## src/rtl/arm_ctrl_pkg.sv

```systemverilog
// Shared types for the pipelined ARM control unit.
//   alu_op_e : ALUControl encodings driven into Execute
//   cond_e   : ARM condition-field encodings evaluated in Execute
//   ctrl_t   : decoded control bundle carried from Decode into Execute
//   CTRL_NOP : all-inactive control bundle used for bubbles and undefined ops
package arm_ctrl_pkg;

  typedef enum logic [2:0] {
    ALU_ADD = 3'd0,
    ALU_SUB = 3'd1,
    ALU_AND = 3'd2,
    ALU_ORR = 3'd3,
    ALU_MOV = 3'd4,
    ALU_EOR = 3'd5
  } alu_op_e;

  typedef enum logic [3:0] {
    COND_EQ = 4'b0000,
    COND_NE = 4'b0001,
    COND_CS = 4'b0010,
    COND_CC = 4'b0011,
    COND_MI = 4'b0100,
    COND_PL = 4'b0101,
    COND_VS = 4'b0110,
    COND_VC = 4'b0111,
    COND_HI = 4'b1000,
    COND_LS = 4'b1001,
    COND_GE = 4'b1010,
    COND_LT = 4'b1011,
    COND_GT = 4'b1100,
    COND_LE = 4'b1101,
    COND_AL = 4'b1110
  } cond_e;

  typedef struct packed {
    logic [1:0] reg_src;
    logic [1:0] imm_src;
    logic       alu_src;
    logic       mem_to_reg;
    logic       reg_w;
    logic       mem_w;
    logic       branch;
    logic       br_l;
    logic       no_write;
    logic [1:0] flag_w;      // [1] = NZ, [0] = CV
    alu_op_e    alu_control;
    logic       pcs;
  } ctrl_t;

  localparam ctrl_t CTRL_NOP = '{
    reg_src:     2'b00,
    imm_src:     2'b00,
    alu_src:     1'b0,
    mem_to_reg:  1'b0,
    reg_w:       1'b0,
    mem_w:       1'b0,
    branch:      1'b0,
    br_l:        1'b0,
    no_write:    1'b0,
    flag_w:      2'b00,
    alu_control: ALU_ADD,
    pcs:         1'b0
  };

endpackage

```

## src/rtl/cond_unit.sv

```systemverilog
// Condition unit for the Execute stage: holds the NZCV flags register,
// evaluates the instruction's cond field against it and gates the
// side-effecting controls of the instruction currently in Execute.
// Ports:
//   clk, rst        clock / asynchronous active-high reset
//   cond            cond field of the instruction in Execute
//   alu_flags       NZCV produced by the ALU this cycle
//   flag_w          flag write enables ([1] NZ, [0] CV)
//   reg_w, no_write, mem_w, pcs, br_l, branch : raw Execute controls
//   cond_ex         condition passed
//   reg_write_g, mem_write_g, pcs_g, link_g, branch_taken : gated controls
module cond_unit
  import arm_ctrl_pkg::*;
#(
  parameter bit         EN_COND  = 1'b1,
  parameter logic [3:0] FLAG_RST = 4'b0000
) (
  input  logic       clk,
  input  logic       rst,
  input  logic [3:0] cond,
  input  logic [3:0] alu_flags,
  input  logic [1:0] flag_w,
  input  logic       reg_w,
  input  logic       no_write,
  input  logic       mem_w,
  input  logic       pcs,
  input  logic       br_l,
  input  logic       branch,
  output logic       cond_ex,
  output logic       reg_write_g,
  output logic       mem_write_g,
  output logic       pcs_g,
  output logic       link_g,
  output logic       branch_taken
);

  logic [3:0] flags_r;
  logic [3:0] flags_nxt_s;
  logic       cond_met_s;
  logic       cond_ex_s;
  logic       n_s, z_s, c_s, v_s;

  assign {n_s, z_s, c_s, v_s} = flags_r;

  // Condition-field evaluation against the current flags; 1111 never executes.
  always_comb begin
    cond_met_s = 1'b0;
    case (cond)
      COND_EQ: cond_met_s = z_s;
      COND_NE: cond_met_s = ~z_s;
      COND_CS: cond_met_s = c_s;
      COND_CC: cond_met_s = ~c_s;
      COND_MI: cond_met_s = n_s;
      COND_PL: cond_met_s = ~n_s;
      COND_VS: cond_met_s = v_s;
      COND_VC: cond_met_s = ~v_s;
      COND_HI: cond_met_s = c_s & ~z_s;
      COND_LS: cond_met_s = ~c_s | z_s;
      COND_GE: cond_met_s = (n_s == v_s);
      COND_LT: cond_met_s = (n_s != v_s);
      COND_GT: cond_met_s = ~z_s & (n_s == v_s);
      COND_LE: cond_met_s = z_s | (n_s != v_s);
      COND_AL: cond_met_s = 1'b1;
      default: cond_met_s = 1'b0;
    endcase
  end

  // With conditional execution disabled everything behaves as AL.
  always_comb begin
    if (EN_COND) begin
      cond_ex_s = cond_met_s;
    end else begin
      cond_ex_s = 1'b1;
    end
  end

  // Next flags: NZ and CV halves update independently, only when the condition passed.
  always_comb begin
    flags_nxt_s = flags_r;
    if (flag_w[1] && cond_ex_s) begin
      flags_nxt_s[3:2] = alu_flags[3:2];
    end else begin
      flags_nxt_s[3:2] = flags_r[3:2];
    end
    if (flag_w[0] && cond_ex_s) begin
      flags_nxt_s[1:0] = alu_flags[1:0];
    end else begin
      flags_nxt_s[1:0] = flags_r[1:0];
    end
  end

  // NZCV register; written at the edge that ends Execute so the next instruction sees it.
  always_ff @(posedge clk or posedge rst) begin
    if (rst) begin
      flags_r <= FLAG_RST;
    end else begin
      flags_r <= flags_nxt_s;
    end
  end

  assign cond_ex      = cond_ex_s;
  assign reg_write_g  = reg_w & cond_ex_s & ~no_write;
  assign mem_write_g  = mem_w & cond_ex_s;
  assign pcs_g        = pcs & cond_ex_s;
  assign link_g       = br_l & cond_ex_s;
  assign branch_taken = branch & cond_ex_s;

endmodule

```

## src/rtl/pipe_controller.sv

```systemverilog
// Pipelined control unit for the 5-stage ARM core. Decodes InstrD, carries
// the control bundle through the D->E, E->M and M->W registers, applies
// conditional execution in Execute and reports PC-write hazards.
// Ports:
//   clk, reset      clock / asynchronous active-high reset
//   InstrD          Instr[31:12] in Decode (cond, Op, Funct, Rn, Rd)
//   ALUFlagsE       NZCV from the ALU in Execute
//   FlushE          load a bubble into the D->E register at the next edge
//   RegSrcD/ImmSrcD Decode-stage selects (combinational)
//   ALUSrcE, ALUControlE, MemtoRegE, BranchTakenE : Execute-stage controls
//   MemWriteM, RegWriteM                           : Memory-stage controls
//   MemtoRegW, RegWriteW, PCSrcW, LinkW            : Writeback controls
//   PCWrPendingF    a PC-writing instruction is in D, E or M
module pipe_controller
  import arm_ctrl_pkg::*;
#(
  parameter int         ALUC_W   = 3,
  parameter bit         EN_COND  = 1'b1,
  parameter logic [3:0] FLAG_RST = 4'b0000
) (
  input  logic              clk,
  input  logic              reset,
  input  logic [19:0]       InstrD,
  input  logic [3:0]        ALUFlagsE,
  input  logic              FlushE,
  output logic [1:0]        RegSrcD,
  output logic [1:0]        ImmSrcD,
  output logic              ALUSrcE,
  output logic [ALUC_W-1:0] ALUControlE,
  output logic              BranchTakenE,
  output logic              MemtoRegE,
  output logic              MemWriteM,
  output logic              RegWriteM,
  output logic              MemtoRegW,
  output logic              RegWriteW,
  output logic              PCSrcW,
  output logic              LinkW,
  output logic              PCWrPendingF
);

  logic [3:0] cond_d_s;
  logic [1:0] op_d_s;
  logic [5:0] funct_d_s;
  logic [3:0] rd_d_s;

  assign cond_d_s  = InstrD[19:16];
  assign op_d_s    = InstrD[15:14];
  assign funct_d_s = InstrD[13:8];
  assign rd_d_s    = InstrD[3:0];

  logic    dp_valid_s;
  logic    dp_s_s;
  logic    dp_no_write_s;
  alu_op_e dp_alu_s;
  ctrl_t   ctrl_d_s;

  ctrl_t      ctrl_e_r;
  logic [3:0] cond_e_r;

  logic reg_write_m_r, mem_write_m_r, mem_to_reg_m_r, pcs_m_r, link_m_r;
  logic reg_write_w_r, mem_to_reg_w_r, pcs_w_r, link_w_r;

  logic cond_ex_s, reg_write_g_s, mem_write_g_s, pcs_g_s, link_g_s, branch_taken_s;

  // Data-processing command decode; CMP/TST discard the result and always set flags.
  always_comb begin
    dp_valid_s    = 1'b1;
    dp_no_write_s = 1'b0;
    dp_s_s        = funct_d_s[0];
    dp_alu_s      = ALU_ADD;
    case (funct_d_s[4:1])
      4'b0100: dp_alu_s = ALU_ADD;
      4'b0010: dp_alu_s = ALU_SUB;
      4'b0000: dp_alu_s = ALU_AND;
      4'b1100: dp_alu_s = ALU_ORR;
      4'b1101: dp_alu_s = ALU_MOV;
      4'b0001: dp_alu_s = ALU_EOR;
      4'b1010: begin
        dp_alu_s      = ALU_SUB;
        dp_no_write_s = 1'b1;
        dp_s_s        = 1'b1;
      end
      4'b1000: begin
        dp_alu_s      = ALU_AND;
        dp_no_write_s = 1'b1;
        dp_s_s        = 1'b1;
      end
      default: dp_valid_s = 1'b0;
    endcase
  end

  // Main decode into the control bundle; unsupported encodings become NOPs.
  always_comb begin
    ctrl_d_s = CTRL_NOP;
    case (op_d_s)
      2'b00: begin
        if (dp_valid_s) begin
          ctrl_d_s.alu_src     = funct_d_s[5];
          ctrl_d_s.reg_w       = 1'b1;
          ctrl_d_s.no_write    = dp_no_write_s;
          ctrl_d_s.alu_control = dp_alu_s;
          ctrl_d_s.flag_w      = {dp_s_s,
                                  dp_s_s & ((dp_alu_s == ALU_ADD) || (dp_alu_s == ALU_SUB))};
        end else begin
          ctrl_d_s = CTRL_NOP;
        end
      end
      2'b01: begin
        ctrl_d_s.imm_src = 2'b01;
        ctrl_d_s.alu_src = 1'b1;
        if (funct_d_s[0]) begin
          ctrl_d_s.mem_to_reg = 1'b1;
          ctrl_d_s.reg_w      = 1'b1;
        end else begin
          ctrl_d_s.reg_src = 2'b10;
          ctrl_d_s.mem_w   = 1'b1;
        end
      end
      2'b10: begin
        ctrl_d_s.reg_src = 2'b01;
        ctrl_d_s.imm_src = 2'b10;
        ctrl_d_s.alu_src = 1'b1;
        ctrl_d_s.branch  = 1'b1;
        // BL writes the link register (R14), never the PC through Rd.
        ctrl_d_s.br_l    = funct_d_s[4];
        ctrl_d_s.reg_w   = funct_d_s[4];
      end
      default: ctrl_d_s = CTRL_NOP;
    endcase
    ctrl_d_s.pcs = ((rd_d_s == 4'd15) && ctrl_d_s.reg_w && !ctrl_d_s.no_write && !ctrl_d_s.br_l)
                   || ctrl_d_s.branch;
  end

  // D->E register; a flush turns the captured instruction into a bubble.
  always_ff @(posedge clk or posedge reset) begin
    if (reset) begin
      ctrl_e_r <= CTRL_NOP;
      cond_e_r <= 4'b0000;
    end else if (FlushE) begin
      ctrl_e_r <= CTRL_NOP;
      cond_e_r <= cond_d_s;
    end else begin
      ctrl_e_r <= ctrl_d_s;
      cond_e_r <= cond_d_s;
    end
  end

  cond_unit #(
    .EN_COND  (EN_COND),
    .FLAG_RST (FLAG_RST)
  ) u_cond (
    .clk          (clk),
    .rst          (reset),
    .cond         (cond_e_r),
    .alu_flags    (ALUFlagsE),
    .flag_w       (ctrl_e_r.flag_w),
    .reg_w        (ctrl_e_r.reg_w),
    .no_write     (ctrl_e_r.no_write),
    .mem_w        (ctrl_e_r.mem_w),
    .pcs          (ctrl_e_r.pcs),
    .br_l         (ctrl_e_r.br_l),
    .branch       (ctrl_e_r.branch),
    .cond_ex      (cond_ex_s),
    .reg_write_g  (reg_write_g_s),
    .mem_write_g  (mem_write_g_s),
    .pcs_g        (pcs_g_s),
    .link_g       (link_g_s),
    .branch_taken (branch_taken_s)
  );

  // E->M register holds the condition-gated controls.
  always_ff @(posedge clk or posedge reset) begin
    if (reset) begin
      reg_write_m_r  <= 1'b0;
      mem_write_m_r  <= 1'b0;
      mem_to_reg_m_r <= 1'b0;
      pcs_m_r        <= 1'b0;
      link_m_r       <= 1'b0;
    end else begin
      reg_write_m_r  <= reg_write_g_s;
      mem_write_m_r  <= mem_write_g_s;
      mem_to_reg_m_r <= ctrl_e_r.mem_to_reg;
      pcs_m_r        <= pcs_g_s;
      link_m_r       <= link_g_s;
    end
  end

  // M->W register is a plain copy.
  always_ff @(posedge clk or posedge reset) begin
    if (reset) begin
      reg_write_w_r  <= 1'b0;
      mem_to_reg_w_r <= 1'b0;
      pcs_w_r        <= 1'b0;
      link_w_r       <= 1'b0;
    end else begin
      reg_write_w_r  <= reg_write_m_r;
      mem_to_reg_w_r <= mem_to_reg_m_r;
      pcs_w_r        <= pcs_m_r;
      link_w_r       <= link_m_r;
    end
  end

  assign RegSrcD      = ctrl_d_s.reg_src;
  assign ImmSrcD      = ctrl_d_s.imm_src;
  assign ALUSrcE      = ctrl_e_r.alu_src;
  assign ALUControlE  = ALUC_W'(ctrl_e_r.alu_control);
  assign MemtoRegE    = ctrl_e_r.mem_to_reg;
  assign BranchTakenE = branch_taken_s;
  assign MemWriteM    = mem_write_m_r;
  assign RegWriteM    = reg_write_m_r;
  assign MemtoRegW    = mem_to_reg_w_r;
  assign RegWriteW    = reg_write_w_r;
  assign PCSrcW       = pcs_w_r;
  assign LinkW        = link_w_r;
  // Raw PCS in Execute (before the condition) keeps fetch stalled conservatively.
  assign PCWrPendingF = ctrl_d_s.pcs | ctrl_e_r.pcs | pcs_m_r;

  // Rn and the Decode-only selects are not needed past Decode in this unit.
  logic unused_s;
  assign unused_s = ^{InstrD[7:4], ctrl_e_r.reg_src, ctrl_e_r.imm_src, cond_ex_s};

endmodule

```

## config.mk

```make
export PLATFORM = sky130hd
export DESIGN_NAME = pipe_controller
export DESIGN_NICKNAME = d
export VERILOG_FILES = /design/src/rtl/arm_ctrl_pkg.sv /design/src/rtl/cond_unit.sv /design/src/rtl/pipe_controller.sv
export SDC_FILE = /design/constraint.sdc
export NUM_CORES = 1
export LEC_CHECK = 0
export ABC_AREA = 1
export ABC_CLOCK_PERIOD_IN_PS = 3000
export CAP_MARGIN = 25
export CORE_AREA = 10 10 65 67
export DETAILED_ROUTE_END_ITERATION = 10
export DIE_AREA = 0 0 75 77
export PLACE_DENSITY = 0.88
export SYNTH_ARGS = -nofsm -noshare
export SYNTH_HDL_FRONTEND = slang
export SYNTH_SLANG_ARGS = --single-unit
```

## constraint.sdc

```tcl
create_clock -name clk -period 3 [get_ports clk]
set_input_delay 0.3 -clock clk [delete_from_list [all_inputs] [get_ports clk]]
set_output_delay 0.3 -clock clk [all_outputs]
set_load 0.05 [all_outputs]
```

# Word level (Yosys, flattened, before mapping)

Index checks and enable logic that the tools add are counted.

Flip-flop bits (word level): 30
Output and inout port bits: 17
Bits of input ports: 27

Reductions and logical operators: 17
Bitwise logic cells: 18
Eq/ne operators: 27
Muxes and demuxes: 18

Operators by type and width:

| cell                                           | count |
|---|---|
| == test 4 bit (second input constant)          | 12 |
| == test 4 x 3 -> 1 bit (second input constant) | 5 |
| case mux 1 bit (15 select lines)               | 1 |
| case mux 3 bit (5 select lines)                | 1 |
| case mux 5 bit (3 select lines)                | 1 |
| 2-to-1 mux 13 bit                              | 1 |
| == test 4 x 2 -> 1 bit (second input constant) | 3 |
| bitwise AND 1 bit                              | 9 |
| == test 4 x 1 -> 1 bit (second input constant) | 2 |
| logical NOT 4 bit                              | 2 |
| 2-to-1 mux 1 bit                               | 8 |
| OR reduction 8 bit                             | 1 |
| 2-to-1 mux 7 bit                               | 1 |
| 2-to-1 mux 2 bit                               | 3 |
| 2-to-1 mux 6 bit                               | 1 |
| OR reduction 2 bit                             | 3 |
| logical AND 1 bit                              | 5 |
| NOT 1 bit                                      | 5 |
| OR 1 bit                                       | 4 |
| == test 3 x 1 -> 1 bit (second input constant) | 1 |
| logical NOT 3 bit                              | 1 |
| case mux 1 bit (3 select lines)                | 1 |
| == test 2 x 1 -> 1 bit (second input constant) | 1 |
| == test 2 bit (second input constant)          | 1 |
| other kinds (5)                                | 7 |

# Logic depth before layout (Yosys ltp)

Word-level depth: 14
Gate-level depth with buffers: 12
Depth with buffers taken out: 12

# Cells and area by module

From an unflattened synthesis, not the netlist that was laid out.

Cell total of the unflattened synthesis: 185
Area, all modules: 1531.5 um^2

Modules (own cells, without submodules):

| module          | area an instance (um^2) | times used | cells each |
|---|---|---|---|
| pipe_controller | 1077.3                  | 1          | 102 |
| cond_unit       | 454.2                   | 1          | 83 |

# Worst setup path before layout

Ideal clock, no wire load.

Kind: register -> output
From: register u_cond.flags_r[0]
To: output port BranchTakenE
Data required time: 2.700 ns
Arrival time: 1.653 ns
Cell stages (with the launch flop): 12
Buffers on the path: 0
Path slack: 1.047 ns
Path through: dfrtp_1 -> inv_1 -> nand2_1 -> nand2_2 -> nand2_2 -> nand2_1 -> nand2_1 -> nand2_1 -> nor2_2 -> nand2_2 -> inv_1 -> nor2_1

Longest elaborated chain between the ends: 4

RTL lines:

| item                                                   | line                             | RTL |
|---|---|---|
| start, declared                                        | cond_unit.sv:37                  | `logic [3:0] flags_r;` |
| start signal, assigned                                 | cond_unit.sv:97                  | `flags_r <= flags_nxt_s;` |
| inequality test 1 bit or == test 1 bit (tied branches) | n/a                              |  |
| OR 1 bit or bitwise AND 1 bit (tied branches)          | cond_unit.sv:62, cond_unit.sv:61 |  |
| case mux 1 bit (15 select lines) (*)                   | cond_unit.sv:48                  | `case (cond)` |
| bitwise AND 1 bit (*)                                  | cond_unit.sv:106                 | `assign branch_taken = branch & cond_ex_s;` |
| end, declared                                          | pipe_controller.sv:30            | `output logic BranchTakenE,` |

Mark *: on every way between the ends. The rest lies on a longest branch, timed or not.

# Worst setup path after layout

From: register cond_e_r[1]
To: output port BranchTakenE

Longest elaborated chain between the ends: 3

RTL lines:

| item                                  | line                   | RTL |
|---|---|---|
| start, declared                       | pipe_controller.sv:58  | `logic [3:0] cond_e_r;` |
| start signal, assigned                | pipe_controller.sv:141 | `cond_e_r <= cond_d_s;` |
| start signal, assigned                | pipe_controller.sv:144 | `cond_e_r <= cond_d_s;` |
| == test 4 bit (tied with other cells) | cond_unit.sv:48        |  |
| case mux 1 bit (15 select lines) (*)  | cond_unit.sv:48        |  |
| bitwise AND 1 bit (*)                 | cond_unit.sv:106       |  |

Marks and branches as above.

==> results.json <==
{
  "grt_usage_pct": 10.2,
  "multi_input_area_um2": 534,
  "status": "complete, no violations",
  "crit_chain": "inv_2 -> nand2_1 -> nor2_1 -> nand3_1 -> nand2_1 -> nor2_2 -> nand2_2 -> inv_1 -> nor2_1 -> clkdlybuf4s50_1",
  "worstMarginPinSlew_ns": 0.512,
  "critical_path.startpoint_type": "flop",
  "num_io_pins": 44,
  "dieArea_um2": 5780,
  "irDropWorstVdd_uv": 194,
  "avgSynthCellArea_um2": 8.59,
  "cp-end-kind": "output port",
  "h-tree-depth": 2,
  "cts_sinks": 30,
  "viasPerCell": 4.80,
  "via_count": 1157,
  "antenna_found_initial": 0,
  "first_global_vias": 1139,
  "die_x_um": 75,
  "cts_tree": "built",
  "cts-resized-gates": 0,
  "fillers": 245,
  "grt_max_degree": 24,
  "fin_total_pwr_w": 0.000949,
  "start_util_pct": 47.6,
  "yosysSeqAreaShare_pct": 53.0,
  "fin_cells": 241,
  "regArea_um2": 751,
  "yosysWarnings": 0,
  "synth-seq-cells": 30,
  "numCtsBuffers": 5,
  "drc_errors": 0,
  "dpl.hpwl_um": 2290,
  "core-area_um2": 2980,
  "max_slew_margin_pct": 65.8,
  "dr.pass1.iters": 4,
  "place_congestion": 0.907,
  "clk_latency_ns": 0.31,
  "power_density_nw_per_um2": 504,
  "cap_violations": 0,
  "area_growth_syn_to_layout_pct": 32.8,
  "postCtsHoldBufs": 0,
  "grt_first_pass_wirelength_um": 4620,
  "regToRegSetupSlack_ns": 1.64,
  "antenna_left": 0,
  "min_period_ns": 2.68,
  "finalHoldViolCount": 0,
  "wirelength_um": 2760,
  "yosysUniqueCellTypes": 24,
  "port_buffers": 39,
  "syn_area_um2": 1420,
  "syn_inst": 165,
  "grt_overflow": 0,
  "n_antenna_cell": 0,
  "place_inst": 233,
  "setup_slack_ns": 0.325,
  "die_h_um": 77,
  "setup_viol": 0,
  "post_cts_buffers": 0,
  "final.setup.tns_ns": 0,
  "final_nets": 240,
  "critPathMaxStageDelay_ns": 0.81,
  "worst_path_max_delay_cell": "clkdlybuf4s50_1",
  "fmax_mhz": 374,
  "synth_nets": 198,
  "drive_gt1_share_pct": 9.13,
  "fp-row-count": 20,
  "drt-initial-drc-count": 56,
  "path_class": "reg2out",
  "power.leakage_nw": 0.944,
  "cts.clk_slew.worst_paths_ns": 0.09,
  "cts-root-buf": "clkbuf_4",
  "arrival_ns": 2.38,
  "final_max_slew_viol_count": 0,
  "cp_max_fo": 8,
  "rsz0062_at_grt": "no",
  "clk_path_buf_depth": 2,
  "cp.required_ns": 2.70,
  "min_period_over_period_pct": 89.2,
  "dp_slack_ns": 0.611,
  "post_drt_wl_per_cell_um": 11.4,
  "hp-class": "in2async",
  "finalClockSkew_ns": 0.00368
}
-- cells by family after synthesis --
logic type / Yosys count / synth area share [%]
buffers and inverters: 31 / 9.36
flip-flops: 30 / 53.0
AO/OA/AOI/OAI: 10 / 4.68
adder cells (fa/ha/maj): 6 / 5.30
AND/OR/NAND/NOR: 88 / 27.7
-- final cells by class --
type                            instances  area share, %
Clock buffer                            6           2.72
Clock inverter                          2          0.664
Inverter                               26           5.18
Multi-Input combinational cell        104           28.4
Sequential cell                        30           39.9
Tap cell                               33           2.19
Timing Repair Buffer                   40           21.0
-- per-stage QoR --
step / hold slack, ns / util, % / area, um^2
after global routing: 0.216 / 63.2 / 1880
final: 0.213 / 63.2 / 1880
after global placement: 0.332 / 61.1 / 1820
after floorplan: 0.331 / - / 1420
after CTS: 0.205 / 63.2 / 1880
after detailed placement: 0.340 / 61.1 / 1820
-- synth_stat cells --
cell type   n  area share (%)
nand2_1    37             9.8
dfrtp_1    30              53
inv_1      24             6.4
nor2_1     18             4.8
nand3_1    17             6.0
ha_1        6             5.3
nor3_1      5             1.8
a21oi_1     4             1.4
buf_4       4             2.1
nand2_2     3             1.3
inv_2       2            0.53
nand3b_1    2             1.1
o21ai_0     2            0.71
a211oi_1    1            0.53
a211oi_2    1            0.88
a221oi_1    1            0.62
clkbuf_2    1            0.35
nand3_2     1            0.71
nor2_2      1            0.44
nor3b_1     1            0.53
nor4_1      1            0.44
o21a_1      1            0.53
or2_1       1            0.44
or2_2       1            0.44
-- worst max-delay path: cells and delay by family (launching register included) --
family        cells  cell delay, ns
flops             1            0.45
simple gates      7            0.59
buf+inv           3            1.02
-- metal layers --
layer  track usage, %  wire length (um)
met1             9.81              1050
met3             4.38               232
met5                0                 0
met2             17.4              1440
met4             5.68                30
-- flip-flops by register name, indices dropped and copies added (netlist names), 3 cells and up --
signal          count
ctrl_e_r            8
u_cond.flags_r      4
cond_e_r            4
ALUControlE         3
-- where the power goes --
part | leakage, nW | switching [W] | total [W] | internal [W]
Clock | 0.0343 | 0.000128 | 0.000241 | 0.000113
Combinational | 0.517 | 0.000146 | 0.000239 | 0.0000930
Sequential | 0.393 | 0.0000294 | 0.000469 | 0.000440
Total | 0.944 | 0.000303 | 0.000949 | 0.000645
-- cell usage in the layout (no fill, tap or decap), drive strengths merged --
cell type	instances
inv	26
a21oi	4
ha	6
dfrtp	30
nand3b	2
or2	2
nor2	19
clkinvlp	1
a221oi	1
buf	2
o21a	1
o21ai	2
clkdlybuf4s50	38
nor4	1
clkbuf	6
nor3b	1
nor3	5
clkinv	1
nand3	18
nand2	40
a211oi	2
-- path summary, 6_finish.rpt --
kind,start,depth (start not counted),endpoint
worst max-delay path,cond_e_r[1],10,BranchTakenE
worst min-delay path,reset,2,cond_e_r[0]
worst max register to register,cond_e_r[1],10,u_cond.flags_r[1]
worst min register to register,link_m_r,0,LinkW
max in group asynchronous,reset,3,ALUControlE[0]
min in group clk,link_m_r,0,LinkW
No activity file was read; power rests on OpenSTA's default activity.
